===== src/rtl/keypad_entry_buffer.sv =====
// Debounces scanner key codes into one event per press and keeps a 4-digit hex entry buffer.
// Event latency: DEBOUNCE_CYCLES edges after the first stable sample; every output is registered.
module keypad_entry_buffer #(
    parameter int DEBOUNCE_CYCLES = 1000000,
    parameter int CNT_W           = 20,
    parameter bit ENABLE_EDIT     = 1'b1
) (
    input  logic        clk,
    input  logic        rst_n,
    input  logic [3:0]  key_code,
    input  logic        key_valid,
    output logic [15:0] digits,
    output logic [2:0]  digit_count,
    output logic        key_event,
    output logic [3:0]  event_code
);

    typedef enum logic [1:0] {
        IDLE,
        PRESS_DB,
        PRESSED,
        RELEASE_DB
    } state_t;

    localparam logic [CNT_W-1:0] LP_CNT_LAST = CNT_W'(DEBOUNCE_CYCLES - 1);

    state_t           r_state;
    state_t           w_state_nxt;
    logic [CNT_W-1:0] r_cnt;
    logic [CNT_W-1:0] w_cnt_nxt;
    logic [3:0]       r_code;
    logic [3:0]       w_code_nxt;
    logic             w_accept;
    logic [15:0]      r_digits;
    logic [15:0]      w_digits_nxt;
    logic [2:0]       r_count;
    logic [2:0]       w_count_nxt;
    logic             r_event;
    logic [3:0]       r_event_code;

    always_comb begin
        w_state_nxt = r_state;
        w_cnt_nxt   = r_cnt;
        w_code_nxt  = r_code;
        w_accept    = 1'b0;
        case (r_state)
            IDLE: begin
                if (key_valid) begin
                    w_code_nxt  = key_code;
                    w_cnt_nxt   = '0;
                    w_state_nxt = PRESS_DB;
                end
            end
            PRESS_DB: begin
                // A drop or a different code restarts from IDLE; the new code is captured there.
                if (!key_valid || (key_code != r_code)) begin
                    w_cnt_nxt   = '0;
                    w_state_nxt = IDLE;
                end else if (r_cnt == LP_CNT_LAST) begin
                    w_cnt_nxt   = '0;
                    w_accept    = 1'b1;
                    w_state_nxt = PRESSED;
                end else begin
                    w_cnt_nxt = r_cnt + 1'b1;
                end
            end
            PRESSED: begin
                if (!key_valid) begin
                    w_cnt_nxt   = '0;
                    w_state_nxt = RELEASE_DB;
                end
            end
            RELEASE_DB: begin
                if (key_valid) begin
                    w_cnt_nxt   = '0;
                    w_state_nxt = PRESSED;
                end else if (r_cnt == LP_CNT_LAST) begin
                    w_cnt_nxt   = '0;
                    w_state_nxt = IDLE;
                end else begin
                    w_cnt_nxt = r_cnt + 1'b1;
                end
            end
            default: begin
                w_cnt_nxt   = '0;
                w_state_nxt = IDLE;
            end
        endcase
    end

    always_comb begin
        w_digits_nxt = r_digits;
        w_count_nxt  = r_count;
        if (w_accept) begin
            if (ENABLE_EDIT && (r_code == 4'hF)) begin
                w_digits_nxt = '0;
                w_count_nxt  = '0;
            end else if (ENABLE_EDIT && (r_code == 4'hE)) begin
                // Shifting zeros in from the left keeps an empty buffer at zero.
                w_digits_nxt = {4'h0, r_digits[15:4]};
                w_count_nxt  = (r_count == 3'd0) ? 3'd0 : r_count - 3'd1;
            end else begin
                w_digits_nxt = {r_digits[11:0], r_code};
                w_count_nxt  = (r_count == 3'd4) ? 3'd4 : r_count + 3'd1;
            end
        end
    end

    always_ff @(posedge clk or negedge rst_n) begin
        if (!rst_n) begin
            r_state      <= IDLE;
            r_cnt        <= '0;
            r_code       <= '0;
            r_digits     <= '0;
            r_count      <= '0;
            r_event      <= 1'b0;
            r_event_code <= '0;
        end else begin
            r_state  <= w_state_nxt;
            r_cnt    <= w_cnt_nxt;
            r_code   <= w_code_nxt;
            r_digits <= w_digits_nxt;
            r_count  <= w_count_nxt;
            r_event  <= w_accept;
            if (w_accept) begin
                r_event_code <= r_code;
            end
        end
    end

    assign digits      = r_digits;
    assign digit_count = r_count;
    assign key_event   = r_event;
    assign event_code  = r_event_code;

endmodule


===== config.mk =====
export PLATFORM = sky130hd
export DESIGN_NAME = keypad_entry_buffer
export DESIGN_NICKNAME = d
export VERILOG_FILES = /design/src/rtl/keypad_entry_buffer.sv
export SDC_FILE = /design/constraint.sdc
export NUM_CORES = 1
export LEC_CHECK = 0
export BUFFER_PORTS_ARGS = -buffer_cell sky130_fd_sc_hd__buf_2
export CORE_MARGIN = 2
export CORE_UTILIZATION = 30
export DETAILED_ROUTE_END_ITERATION = 16
export HOLD_SLACK_MARGIN = 0.02
export SETUP_SLACK_MARGIN = 0.05
export SYNTH_ARGS = -nofsm -noshare
export SYNTH_HDL_FRONTEND = slang
export SYNTH_SLANG_ARGS = --single-unit
export TNS_END_PERCENT = 50

===== constraint.sdc =====
create_clock -name clk -period 3 [get_ports clk]
set_input_delay 0.15 -clock clk [delete_from_list [all_inputs] [get_ports clk]]
set_output_delay 0.15 -clock clk [all_outputs]
set_load 0.02 [all_outputs]

==> out/qor.log, run 1 <==
INFO  place          placed_cell_area=3070µm²
INFO  sta            finalClockSkew=8.72ps
INFO  setup_path     timing.critical_path.to_type=flop
INFO  finish         fill_cells=912
INFO  yosys          mean_syn_cell_area=9.63µm²
INFO  detailed_routing total_wire_length_after_detailed_routing=6200µm
INFO  clock_network  clk_path_buf_depth=2
INFO  sta            setup_viol=0
INFO  clock_network  root_buf_cell=sky130_fd_sc_hd__clkbuf_8
INFO  hold_path      hold_path_class=primary input to flop
INFO  place          place_ws=540ps
INFO  place          placedCellCount=423
INFO  detailed_routing drtPass1Iterations=6
INFO  yosys          post_synth_instance_area=2800µm²
INFO  sta            setup_tns=0ps
INFO  floorplanning  io_pins=31
INFO  yosys          seq_area_frac_synth=44.7%
INFO  detailed_routing post-route-drc-count=0
INFO  sta            layout_worst_path_cycle_share=83.2%
INFO  floorplanning  floorplan.core_area=9150µm²
INFO  sta            finalHoldViolCount=0
INFO  detailed_routing num_vias=2258
INFO  sta            max_clock_freq=0.401GHz
INFO  setup_path     setup.worst_path.start_class=flop
INFO  grt            overflow=0
INFO  clock_network  tritoncts_num_sinks=50
INFO  yosys          synthDistinctLibCells=42
INFO  detailed_routing drtIter0Drc=66
INFO  setup_path     critical_path_class=flop to flop
INFO  finish         drive_above_1_share=18.1%
INFO  detailed_routing vias_per_cell=5.23
INFO  power_and_ir_drop peak_vdd_ir=0.000168V
INFO  place          buffer_ports.inserted=30
INFO  grt            grt_start_max_net_pins=41
INFO  yosys          synthArstFlopShare=100%
INFO  clock_network  tritoncts.num_buffers=5
INFO  floorplanning  die-area=10100µm²
INFO  finish         num_antenna_cells=0
INFO  detailed_routing drtAntennaViolNets=0
INFO  sta            rsz0062_at_grt=no
INFO  yosys          synthesis.nets=304
INFO  finish         register_area=1250µm²
INFO  clock_network  cts_resized=0
INFO  clock_network  clkSlewWorstSetupHoldPaths=100ps
INFO  grt            antenna_found_initial=0
INFO  place          dp.final_hpwl=4340µm
INFO  grt            first_global_vias=2282
INFO  yosys          yosys-top-cells-area=sky130_fd_sc_hd__dfrtp_1 (45%), sky130_fd_sc_hd__mux2i_1 (7.1%), sky130_fd_sc_hd__nand3_1 (3.9%)
INFO  detailed_routing post_drt_wl_per_cell=14.3µm
INFO  setup_path     critical_path_required=3250ps
INFO  sta            timing_worst_slew_pin_value=904ps
INFO  finish         multiInputGateArea=1390µm²
INFO  floorplanning  core.rowCount=35
INFO  yosys          synth_seq_cells=50
INFO  floorplanning  start_util=30.6%
INFO  yosys          synthesis.yosys.warnings=0
INFO  finish         synthToLayoutAreaGrowth=13.4%
INFO  grt            track_usage=13.3%
INFO  clock_network  clk-insertion-delay-late=320ps
INFO  yosys          post_synth_inst_count=291
INFO  place          gp_routability_congestion=0.873
INFO  sta            report.final.slew_viol_count=0
INFO  sta            slew_headroom=39.8%
INFO  yosys          synthDominantAreaCellType=sky130_fd_sc_hd__dfrtp_1
INFO  yosys          number_of_synthesized_flops_with_an_enable_pin=0
INFO  grt            grt_pass1_wl=10800µm
INFO  yosys          synthFlopType=sky130_fd_sc_hd__dfrtp_1
INFO  yosys          synthDominantCellAreaShare=44.7%
INFO  power_and_ir_drop post-layout-total-power=1.28mW
INFO  clock_network  cts_tree=built
INFO  finish         finish.instance_area=3180µm²
INFO  finish         layoutNonFillerInstCount=432
INFO  floorplanning  die_w=101µm
INFO  finish         design.final.nets=333
INFO  floorplanning  chipHeight=101µm
INFO  setup_path     worst-path-max-fanout=17
INFO  sta            layout_min_cycle_time=2500ps
INFO  outcome        status=finished clean
INFO  sta            final.setup.worst_slack=503ps
INFO  power_and_ir_drop power_density=403nW/µm²
INFO  setup_path     reg2reg_setup_slack=500ps
INFO  power_and_ir_drop leakage=1.41nW
INFO  sta            fin_hold_ws=57.7ps
INFO  setup_path     arrival=2740ps
INFO  finish         utilization=34.7%
INFO  flow_run       max_cap_violations=0
INFO  clock_network  cts_h_tree_lvls=2
-- Yosys cell counts, types with 5 or more instances --
library cell	instances
sky130_fd_sc_hd__nor2_1	9
sky130_fd_sc_hd__nand3_1	22
sky130_fd_sc_hd__nand2_1	21
sky130_fd_sc_hd__nor2b_1	7
sky130_fd_sc_hd__dfrtp_1	50
sky130_fd_sc_hd__ha_1	6
sky130_fd_sc_hd__clkbuf_1	10
sky130_fd_sc_hd__mux2i_1	20
sky130_fd_sc_hd__nor3b_1	5
sky130_fd_sc_hd__a31oi_1	10
sky130_fd_sc_hd__nand4_1	8
sky130_fd_sc_hd__o21ai_0	11
sky130_fd_sc_hd__inv_1	23
sky130_fd_sc_hd__a21oi_1	12
sky130_fd_sc_hd__mux2_2	7
sky130_fd_sc_hd__and3_1	11
sky130_fd_sc_hd__nor3_1	10
-- cells by family after synthesis --
family	count (synthesis)	synth area share, %
AOI/OAI and AO/OA	49	11.2
xor gates and xnor gates	4	1.25
adders and majority gates	6	2.68
buffers and inverters	40	5.85
DFF	50	44.7
muxes	28	10.4
and+or+nand+nor	114	24.0
-- critical path: stages (launching register included) --
cell	delay (ps)
sky130_fd_sc_hd__dfrtp_1	420
sky130_fd_sc_hd__ha_1	270
sky130_fd_sc_hd__and4_1	290
sky130_fd_sc_hd__and2_4	190
sky130_fd_sc_hd__nand4_4	240
sky130_fd_sc_hd__nor4_4	210
sky130_fd_sc_hd__buf_4	320
sky130_fd_sc_hd__buf_4	250
sky130_fd_sc_hd__mux2i_1	210
-- what timing repair did --
action,CTS,global route
endpoints found under the hold margin,39,0
buffers inserted,0,0
hold buffers,1,0
setup endpoints to repair,0,0
-- placed cells by master (no fill, tap or decap), types with 3 or more instances in the layout --
cell,count
sky130_fd_sc_hd__a41oi_1,3
sky130_fd_sc_hd__a31oi_1,10
sky130_fd_sc_hd__nand4b_1,3
sky130_fd_sc_hd__dfrtp_1,50
sky130_fd_sc_hd__o21ai_0,10
sky130_fd_sc_hd__and2_1,3
sky130_fd_sc_hd__nand2_1,21
sky130_fd_sc_hd__and3_1,11
sky130_fd_sc_hd__xnor2_1,4
sky130_fd_sc_hd__nand3b_1,4
sky130_fd_sc_hd__nor3b_1,5
sky130_fd_sc_hd__a21oi_1,12
sky130_fd_sc_hd__nand3_1,22
sky130_fd_sc_hd__mux2_2,7
sky130_fd_sc_hd__nor2_1,9
sky130_fd_sc_hd__nor3_1,10
sky130_fd_sc_hd__buf_2,30
sky130_fd_sc_hd__clkbuf_8,5
sky130_fd_sc_hd__a221o_1,3
sky130_fd_sc_hd__o311ai_0,4
sky130_fd_sc_hd__nor2b_1,7
sky130_fd_sc_hd__ha_1,6
sky130_fd_sc_hd__buf_4,8
sky130_fd_sc_hd__mux2i_1,20
sky130_fd_sc_hd__nand4_1,8
sky130_fd_sc_hd__inv_1,23
-- metal layers --
metal / GRT usage [%] / routed length, µm / up-vias
li1: - / - / 1110
met1: 17.5 / 2890 / 1094
met2: 21.4 / 2890 / 44
met3: 3.68 / 344 / 10
met4: 4.00 / 79 / 0
met5: 0 / 0 / -
-- registers in the layout, summed over array words and instances (netlist names) --
name         cells
r_cnt           20
digits          16
event_code       4
r_code           4
digit_count      3
r_state          2
key_event        1
-- report_power, final --
group	internal [mW]	switching (mW)	leakage, nW
clock network	0.172	0.259	0.0491
registers	0.686	0.0198	0.600
logic	0.0532	0.0907	0.759
total	0.911	0.369	1.41
-- cell type report --
cell class | count | area share (%)
tap | 111 | 4.37
timing repair buffer | 39 | 6.93
clock inverter | 3 | 0.827
multi-input combinational | 201 | 43.6
clock buffer | 5 | 2.17
inverter | 23 | 2.72
sequential | 50 | 39.4
-- worst paths after layout --
path                                            start                    endpoint  cells past startpoint
worst min register to register  r_cnt[18]$_DFFE_PN0P_       r_cnt[18]$_DFFE_PN0P_                      1
max in group asynchronous                       rst_n  digit_count[2]$_DFFE_PN0P_                      3
worst max-delay path             r_cnt[0]$_DFFE_PN0P_  digit_count[1]$_DFFE_PN0P_                      8
min in group asynchronous                       rst_n       r_code[0]$_DFFE_PN0P_                      2
worst max register to register   r_cnt[0]$_DFFE_PN0P_  digit_count[1]$_DFFE_PN0P_                      8
worst min-delay path                      key_code[1]       r_code[1]$_DFFE_PN0P_                      3
Power figures use the tool's default switching activity.
==> run 2, diff against run 1 <==
==> constraint.sdc (replaced) <==
create_clock -name clk -period 2.4 [get_ports clk]
set_input_delay 0.12 -clock clk [delete_from_list [all_inputs] [get_ports clk]]
set_output_delay 0.12 -clock clk [all_outputs]
set_load 0.02 [all_outputs]
==> out/qor.log, run 2 (same netlist as run 1, synthesis figures left out) <==
INFO  floorplanning  floorplan.core_area=9150µm² [unchanged]
INFO  clock_network  cts_tree=built
INFO  sta            slew_headroom=58.7% [+19 points]
INFO  outcome        status=finished clean
INFO  clock_network  tritoncts_num_sinks=50 [unchanged]
INFO  finish         synthToLayoutAreaGrowth=15.5%
INFO  floorplanning  start_util=30.6% [unchanged]
INFO  flow_run       max_cap_violations=0 [unchanged]
INFO  floorplanning  core.rowCount=35 [unchanged]
INFO  sta            final.setup.worst_slack=209ps [-294 ps]
INFO  grt            first_global_vias=2251 [-1.4%]
INFO  setup_path     timing.rr.end=event_code[1]$_DFFE_PN0P_
INFO  finish         register_with_the_most_flip_flops=r_cnt
INFO  power_and_ir_drop power_density=526nW/µm² [+31%]
INFO  grt            overflow=0 [unchanged]
INFO  power_and_ir_drop post-layout-total-power=1.70mW [+33%]
INFO  sta            setup_viol=0 [unchanged]
INFO  grt            grt_pass1_wl=10800µm [unchanged]
INFO  setup_path     reg2regPathDepth=7 [-1]
INFO  clock_network  root_buf_cell=sky130_fd_sc_hd__clkbuf_8
INFO  grt            track_usage=13.4% [+0.050 points]
INFO  grt            grt_start_max_net_pins=29 [-29%]
INFO  sta            fin_hold_ws=31.1ps [-26.6 ps]
INFO  sta            rsz0062_at_grt=yes
INFO  sta            finalHoldViolCount=0 [unchanged]
INFO  hold_path      worstHoldEndpoint=r_code[1]$_DFFE_PN0P_
INFO  finish         num_antenna_cells=0 [unchanged]
INFO  place          buffer_ports.inserted=30 [unchanged]
INFO  detailed_routing drtPass1Iterations=5 [-1]
INFO  detailed_routing drtIter0Drc=57 [-14%]
INFO  finish         layoutNonFillerInstCount=435 [+0.69%]
INFO  sta            finalClockSkew=8.95ps [+0.227 ps]
INFO  clock_network  post_cts_buffers=0 [unchanged]
INFO  setup_path     reg2reg_setup_slack=210ps [-290 ps]
INFO  hold_path      hold_path_startpoint=key_code[1]
INFO  sta            setup_tns=0ps [unchanged]
INFO  setup_path     critical_path_required=2620ps [-630 ps]
INFO  clock_network  cts_h_tree_lvls=2 [unchanged]
INFO  detailed_routing post-route-drc-count=0 [unchanged]
INFO  sta            max_clock_freq=0.456GHz [+14%]
INFO  clock_network  clkSlewWorstSetupHoldPaths=100ps [about the same]
INFO  hold_path      holdPathStages=3 [unchanged]
INFO  finish         design.final.nets=336 [+0.90%]
INFO  finish         finish.instance_area=3240µm² [+1.8%]
INFO  sta            timing_worst_slew_pin_value=620ps [-284 ps]
INFO  detailed_routing vias_per_cell=5.19 [-0.73%]
INFO  place          placedCellCount=426 [+0.71%]
INFO  floorplanning  die-area=10100µm² [unchanged]
INFO  clock_network  clk-insertion-delay-late=320ps [about the same]
INFO  hold_path      hold_path_class=primary input to flop
INFO  place          dp.final_hpwl=4460µm [+2.9%]
INFO  power_and_ir_drop leakage=1.43nW [+1.7%]
INFO  place          place_ws=223ps [-317 ps]
INFO  place          gp_routability_congestion=0.897 [+2.8%]
INFO  detailed_routing drtAntennaViolNets=0 [unchanged]
INFO  clock_network  clk_path_buf_depth=2 [unchanged]
INFO  finish         final_common_cell=sky130_fd_sc_hd__dfrtp_1
INFO  setup_path     setup.worst_path.start_class=flop
INFO  detailed_routing total_wire_length_after_detailed_routing=6320µm [+2.0%]
INFO  place          placed_cell_area=3110µm² [+1.1%]
INFO  floorplanning  io_pins=31 [unchanged]
INFO  sta            layout_min_cycle_time=2190ps [-306 ps]
INFO  finish         drive_above_1_share=18.8% [+0.76 points]
INFO  detailed_routing post_drt_wl_per_cell=14.5µm [+1.3%]
INFO  floorplanning  die_w=101µm [unchanged]
INFO  clock_network  tritoncts.num_buffers=5 [unchanged]
INFO  setup_path     critical_path_class=flop to flop
INFO  detailed_routing num_vias=2257 [-0.044%]
INFO  setup_path     timing.critical_path.to_type=flop
INFO  sta            report.final.slew_viol_count=0 [unchanged]
INFO  floorplanning  chipHeight=101µm [unchanged]
INFO  setup_path     worst-path-max-fanout=24 [+7]
INFO  finish         largest_register_ffs=20 [unchanged]
INFO  setup_path     worst_r2r_startpoint=r_cnt[0]$_DFFE_PN0P_
INFO  sta            layout_worst_path_cycle_share=91.3% [+8.1 points]
INFO  setup_path     arrival=2410ps [-330 ps]
INFO  grt            antenna_found_initial=0 [unchanged]
INFO  finish         utilization=35.4% [+0.63 points]
INFO  finish         mostFrequentLayoutCells=sky130_fd_sc_hd__dfrtp_1 (50), sky130_fd_sc_hd__buf_2 (30), sky130_fd_sc_hd__inv_1 (23)
INFO  power_and_ir_drop peak_vdd_ir=0.000249V [+48%]
-- run 2: final cells by class --
cell class,instances,area (µm²)
fillers,926,5920
multi-input cells,201,1390
flip-flops and latches,50,1250
repair buffers,42,255
well taps,111,139
inverters,23,86.3
clock buffers,5,68.8
clock inverters,3,48.8
-- run 2: how the worst max path moves through the flow --
stage / startpoint / end / slack (ps)
after floorplan: r_cnt[0]$_DFFE_PN0P_ / event_code[3]$_DFFE_PN0P_ / 280
after global placement: r_cnt[0]$_DFFE_PN0P_ / event_code[0]$_DFFE_PN0P_ / 280
after detailed placement: r_cnt[0]$_DFFE_PN0P_ / event_code[1]$_DFFE_PN0P_ / 220
after CTS: r_cnt[0]$_DFFE_PN0P_ / event_code[1]$_DFFE_PN0P_ / 220
after global routing: r_cnt[0]$_DFFE_PN0P_ / event_code[1]$_DFFE_PN0P_ / 50
final: r_cnt[0]$_DFFE_PN0P_ / event_code[1]$_DFFE_PN0P_ / 210
-- run 2: worst max-delay path, cell delays in order (launching register included) --
cell,delay (ps)
sky130_fd_sc_hd__dfrtp_1,410
sky130_fd_sc_hd__ha_1,270
sky130_fd_sc_hd__and4_1,290
sky130_fd_sc_hd__and2_4,190
sky130_fd_sc_hd__nand4_4,110
sky130_fd_sc_hd__nor4_4,210
sky130_fd_sc_hd__buf_12,240
sky130_fd_sc_hd__mux2_2,350
-- run 2: where the power goes --
| part | leakage, nW | internal (mW) | switching, mW |
|---|---|---|---|
| clock network | 0.0563 | 0.318 | 0.322 |
| registers | 0.600 | 0.857 | 0.0249 |
| logic | 0.776 | 0.0674 | 0.112 |
-- run 2: what timing repair did --
item | in CTS | in global routing
endpoints found under the setup margin | 0 | 2
hold buffers | 1 | 0
gates resized for setup | 0 | 1
endpoints found under the hold margin | 25 | 0
-- run 2: per-layer routing --
layer	vias to the layer above	track usage (%)	share of wire, %
li1	1113	-	-
met1	1094	17.1	46
met2	45	21.6	48
met3	5	4.58	5.2
met4	0	3.37	0.49
met5	-	0	0
==> run 3, diff against run 2 <==
--- a/config.mk
+++ b/config.mk
@@ -6,10 +6,13 @@
 export NUM_CORES = 1
 export LEC_CHECK = 0
 export BUFFER_PORTS_ARGS = -buffer_cell sky130_fd_sc_hd__buf_2
+export CELL_PAD_IN_SITES_DETAIL_PLACEMENT = 0
+export CELL_PAD_IN_SITES_GLOBAL_PLACEMENT = 2
 export CORE_MARGIN = 2
 export CORE_UTILIZATION = 30
 export DETAILED_ROUTE_END_ITERATION = 16
 export HOLD_SLACK_MARGIN = 0.02
+export PLACE_DENSITY_LB_ADDON = 0.1
 export SETUP_SLACK_MARGIN = 0.05
 export SYNTH_ARGS = -nofsm -noshare
 export SYNTH_HDL_FRONTEND = slang
==> out/qor.log, run 3 (same netlist as run 1, synthesis figures left out) <==
INFO  grt            first_global_vias=2338 [+3.9%]
INFO  sta            finalClockSkew=9.46ps [+0.515 ps]
INFO  hold_path      hold_path_class=primary input to flop
INFO  finish         synthToLayoutAreaGrowth=16.4%
INFO  sta            layout_worst_path_cycle_share=92.2% [+0.93 points]
INFO  power_and_ir_drop peak_vdd_ir=0.000217V [-13%]
INFO  floorplanning  floorplan.core_area=9150µm² [unchanged]
INFO  sta            slew_headroom=65.7% [+7.0 points]
INFO  floorplanning  die_w=101µm [unchanged]
INFO  setup_path     worst_path_largest_cell_delay=420ps [about the same]
INFO  grt            track_usage=14.9% [+1.6 points]
INFO  detailed_routing num_vias=2199 [-2.6%]
INFO  sta            finalHoldViolCount=0 [unchanged]
INFO  grt            overflow=0 [unchanged]
INFO  sta            setup_tns=0ps [unchanged]
INFO  clock_network  clkSlewWorstSetupHoldPaths=100ps [about the same]
INFO  detailed_routing drtAntennaViolNets=0 [unchanged]
INFO  floorplanning  io_pins=31 [unchanged]
INFO  place          gp_routability_congestion=0.709 [-21%]
INFO  sta            report.final.slew_viol_count=0 [unchanged]
INFO  finish         num_antenna_cells=0 [unchanged]
INFO  sta            setup_viol=0 [unchanged]
INFO  floorplanning  die-area=10100µm² [unchanged]
INFO  clock_network  cts_resized=0 [unchanged]
INFO  detailed_routing post-route-drc-count=0 [unchanged]
INFO  clock_network  clk-insertion-delay-late=310ps [about the same]
INFO  clock_network  tritoncts_num_sinks=50 [unchanged]
INFO  clock_network  post_cts_buffers=0 [unchanged]
INFO  finish         mostFrequentLayoutCells=sky130_fd_sc_hd__dfrtp_1 (50), sky130_fd_sc_hd__buf_2 (30), sky130_fd_sc_hd__inv_1 (23)
INFO  setup_path     arrival=2420ps [about the same]
INFO  sta            timing_worst_slew_pin_value=515ps [-105 ps]
INFO  clock_network  tritoncts.num_buffers=5 [unchanged]
INFO  power_and_ir_drop leakage=1.45nW [+1.1%]
INFO  floorplanning  start_util=30.6% [unchanged]
INFO  power_and_ir_drop power_density=521nW/µm² [-1.1%]
INFO  floorplanning  chipHeight=101µm [unchanged]
INFO  outcome        status=finished clean
INFO  detailed_routing post_drt_wl_per_cell=15.7µm [+8.1%]
INFO  setup_path     setup.worst_path.start_class=flop
INFO  grt            grt_pass1_wl=12000µm [+11%]
INFO  finish         drive_above_1_share=19.3% [+0.50 points]
INFO  finish         finish.instance_area=3260µm² [+0.77%]
INFO  detailed_routing drtIter0Drc=43 [-25%]
INFO  setup_path     path_cells=ha_1, and4_1, and2_4, nand4_4, nor4_4, buf_12, mux2_2
INFO  clock_network  cts_h_tree_lvls=2 [unchanged]
INFO  setup_path     critical_path_class=flop to flop
INFO  detailed_routing drtPass1Iterations=4 [-1]
INFO  finish         register_with_the_most_flip_flops=r_cnt
INFO  flow_run       max_cap_violations=0 [unchanged]
INFO  sta            max_clock_freq=0.452GHz [-1.0%]
INFO  setup_path     critical_path_required=2600ps [-20 ps]
INFO  detailed_routing vias_per_cell=5.03 [-3.0%]
INFO  sta            rsz0062_at_grt=no
INFO  setup_path     worst-path-max-fanout=24 [unchanged]
INFO  clock_network  clk_path_buf_depth=2 [unchanged]
INFO  setup_path     reg2reg_setup_slack=190ps [-20 ps]
INFO  finish         design.final.nets=339 [+0.89%]
INFO  finish         multiInputGateArea=1390µm² [unchanged]
INFO  finish         register_area=1250µm² [unchanged]
INFO  place          placed_cell_area=3140µm² [+1.1%]
INFO  place          buffer_ports.inserted=30 [unchanged]
INFO  grt            grt_start_max_net_pins=31 [+6.9%]
INFO  floorplanning  core.rowCount=35 [unchanged]
INFO  finish         largest_register_ffs=20 [unchanged]
INFO  grt            antenna_found_initial=0 [unchanged]
INFO  clock_network  root_buf_cell=sky130_fd_sc_hd__clkbuf_8
INFO  clock_network  hold_buffers=1 [unchanged]
INFO  finish         fill_cells=945 [+2.1%]
INFO  place          dp.final_hpwl=4800µm [+7.5%]
INFO  detailed_routing total_wire_length_after_detailed_routing=6870µm [+8.6%]
INFO  sta            layout_min_cycle_time=2210ps [+22.4 ps]
INFO  clock_network  cts_tree=built
INFO  finish         final_common_cell=sky130_fd_sc_hd__dfrtp_1
INFO  setup_path     timing.critical_path.to_type=flop
INFO  setup_path     slowest_stage=sky130_fd_sc_hd__dfrtp_1
-- run 3: changes by cell type in the layout (fill, tap and decap cells not counted) --
cell	delta
sky130_fd_sc_hd__buf_12	+1
sky130_fd_sc_hd__clkinv_4	+1
sky130_fd_sc_hd__inv_8	-1
sky130_fd_sc_hd__o311ai_1	-1
sky130_fd_sc_hd__clkinvlp_4	-1
sky130_fd_sc_hd__o311ai_0	+1
sky130_fd_sc_hd__buf_4	+2
-- run 3: metal layers --
layer | share of wire, % | track usage, %
met1 | 48 | 19.9
met2 | 47 | 24.3
met3 | 3.5 | 3.12
met4 | 1.2 | 4.64
met5 | 0 | 0
-- run 3: cell type report --
type                    instances  share of cell area [%]
clock buffers                   5                    2.11
clock inverters                 2                    1.19
inverters                      23                    2.65
multi-input cells             201                    42.5
flip-flops and latches         50                    38.4
well taps                     111                    4.26
repair buffers                 45                    8.90
-- run 3: path summary, 6_finish.rpt --
check                                            from                     end  cells after the start
worst max register to register   r_cnt[0]$_DFFE_PN0P_   digits[1]$_DFFE_PN0P_                      7
worst min-delay path                      key_code[1]   r_code[1]$_DFFE_PN0P_                      3
worst max-delay path             r_cnt[0]$_DFFE_PN0P_   digits[1]$_DFFE_PN0P_                      7
max in group asynchronous                       rst_n    r_cnt[6]$_DFFE_PN0P_                      3
worst min register to register  r_cnt[18]$_DFFE_PN0P_   r_cnt[18]$_DFFE_PN0P_                      1
min in group asynchronous                       rst_n  digits[14]$_DFFE_PN0P_                      2
-- run 3: where the power goes --
part | leakage [nW] | switching [mW] | internal [mW] | total (mW)
sequential | 0.600 | 0.0159 | 0.857 | 0.873
combinational | 0.793 | 0.128 | 0.0757 | 0.204
clock | 0.0542 | 0.313 | 0.308 | 0.621
-- run 3: critical path: cells and delay by family, from the launching register on --
family        cells  cell delay (ps)
flops             1              420
mux               1              350
simple gates      4              820
fa+ha+maj         1              270
buf+inv           1              240
-- run 3: stage by stage --
stage / setup WS [ps] / power (mW) / hold slack, ps / instances / utilization (%)
4_1_cts: 180 / 1.73 / 37.7 / 437 / 35.6
6_report: 187 / 1.70 / 42.8 / 437 / 35.6
5_1_grt: 60.1 / 1.79 / 53.1 / 437 / 35.6
3_5_place_dp: 192 / 1.10 / 137 / 429 / 34.3
2_1_floorplan: 276 / 1.01 / -176 / 291 / -
3_3_place_gp: 237 / 1.10 / 130 / 429 / 34.3
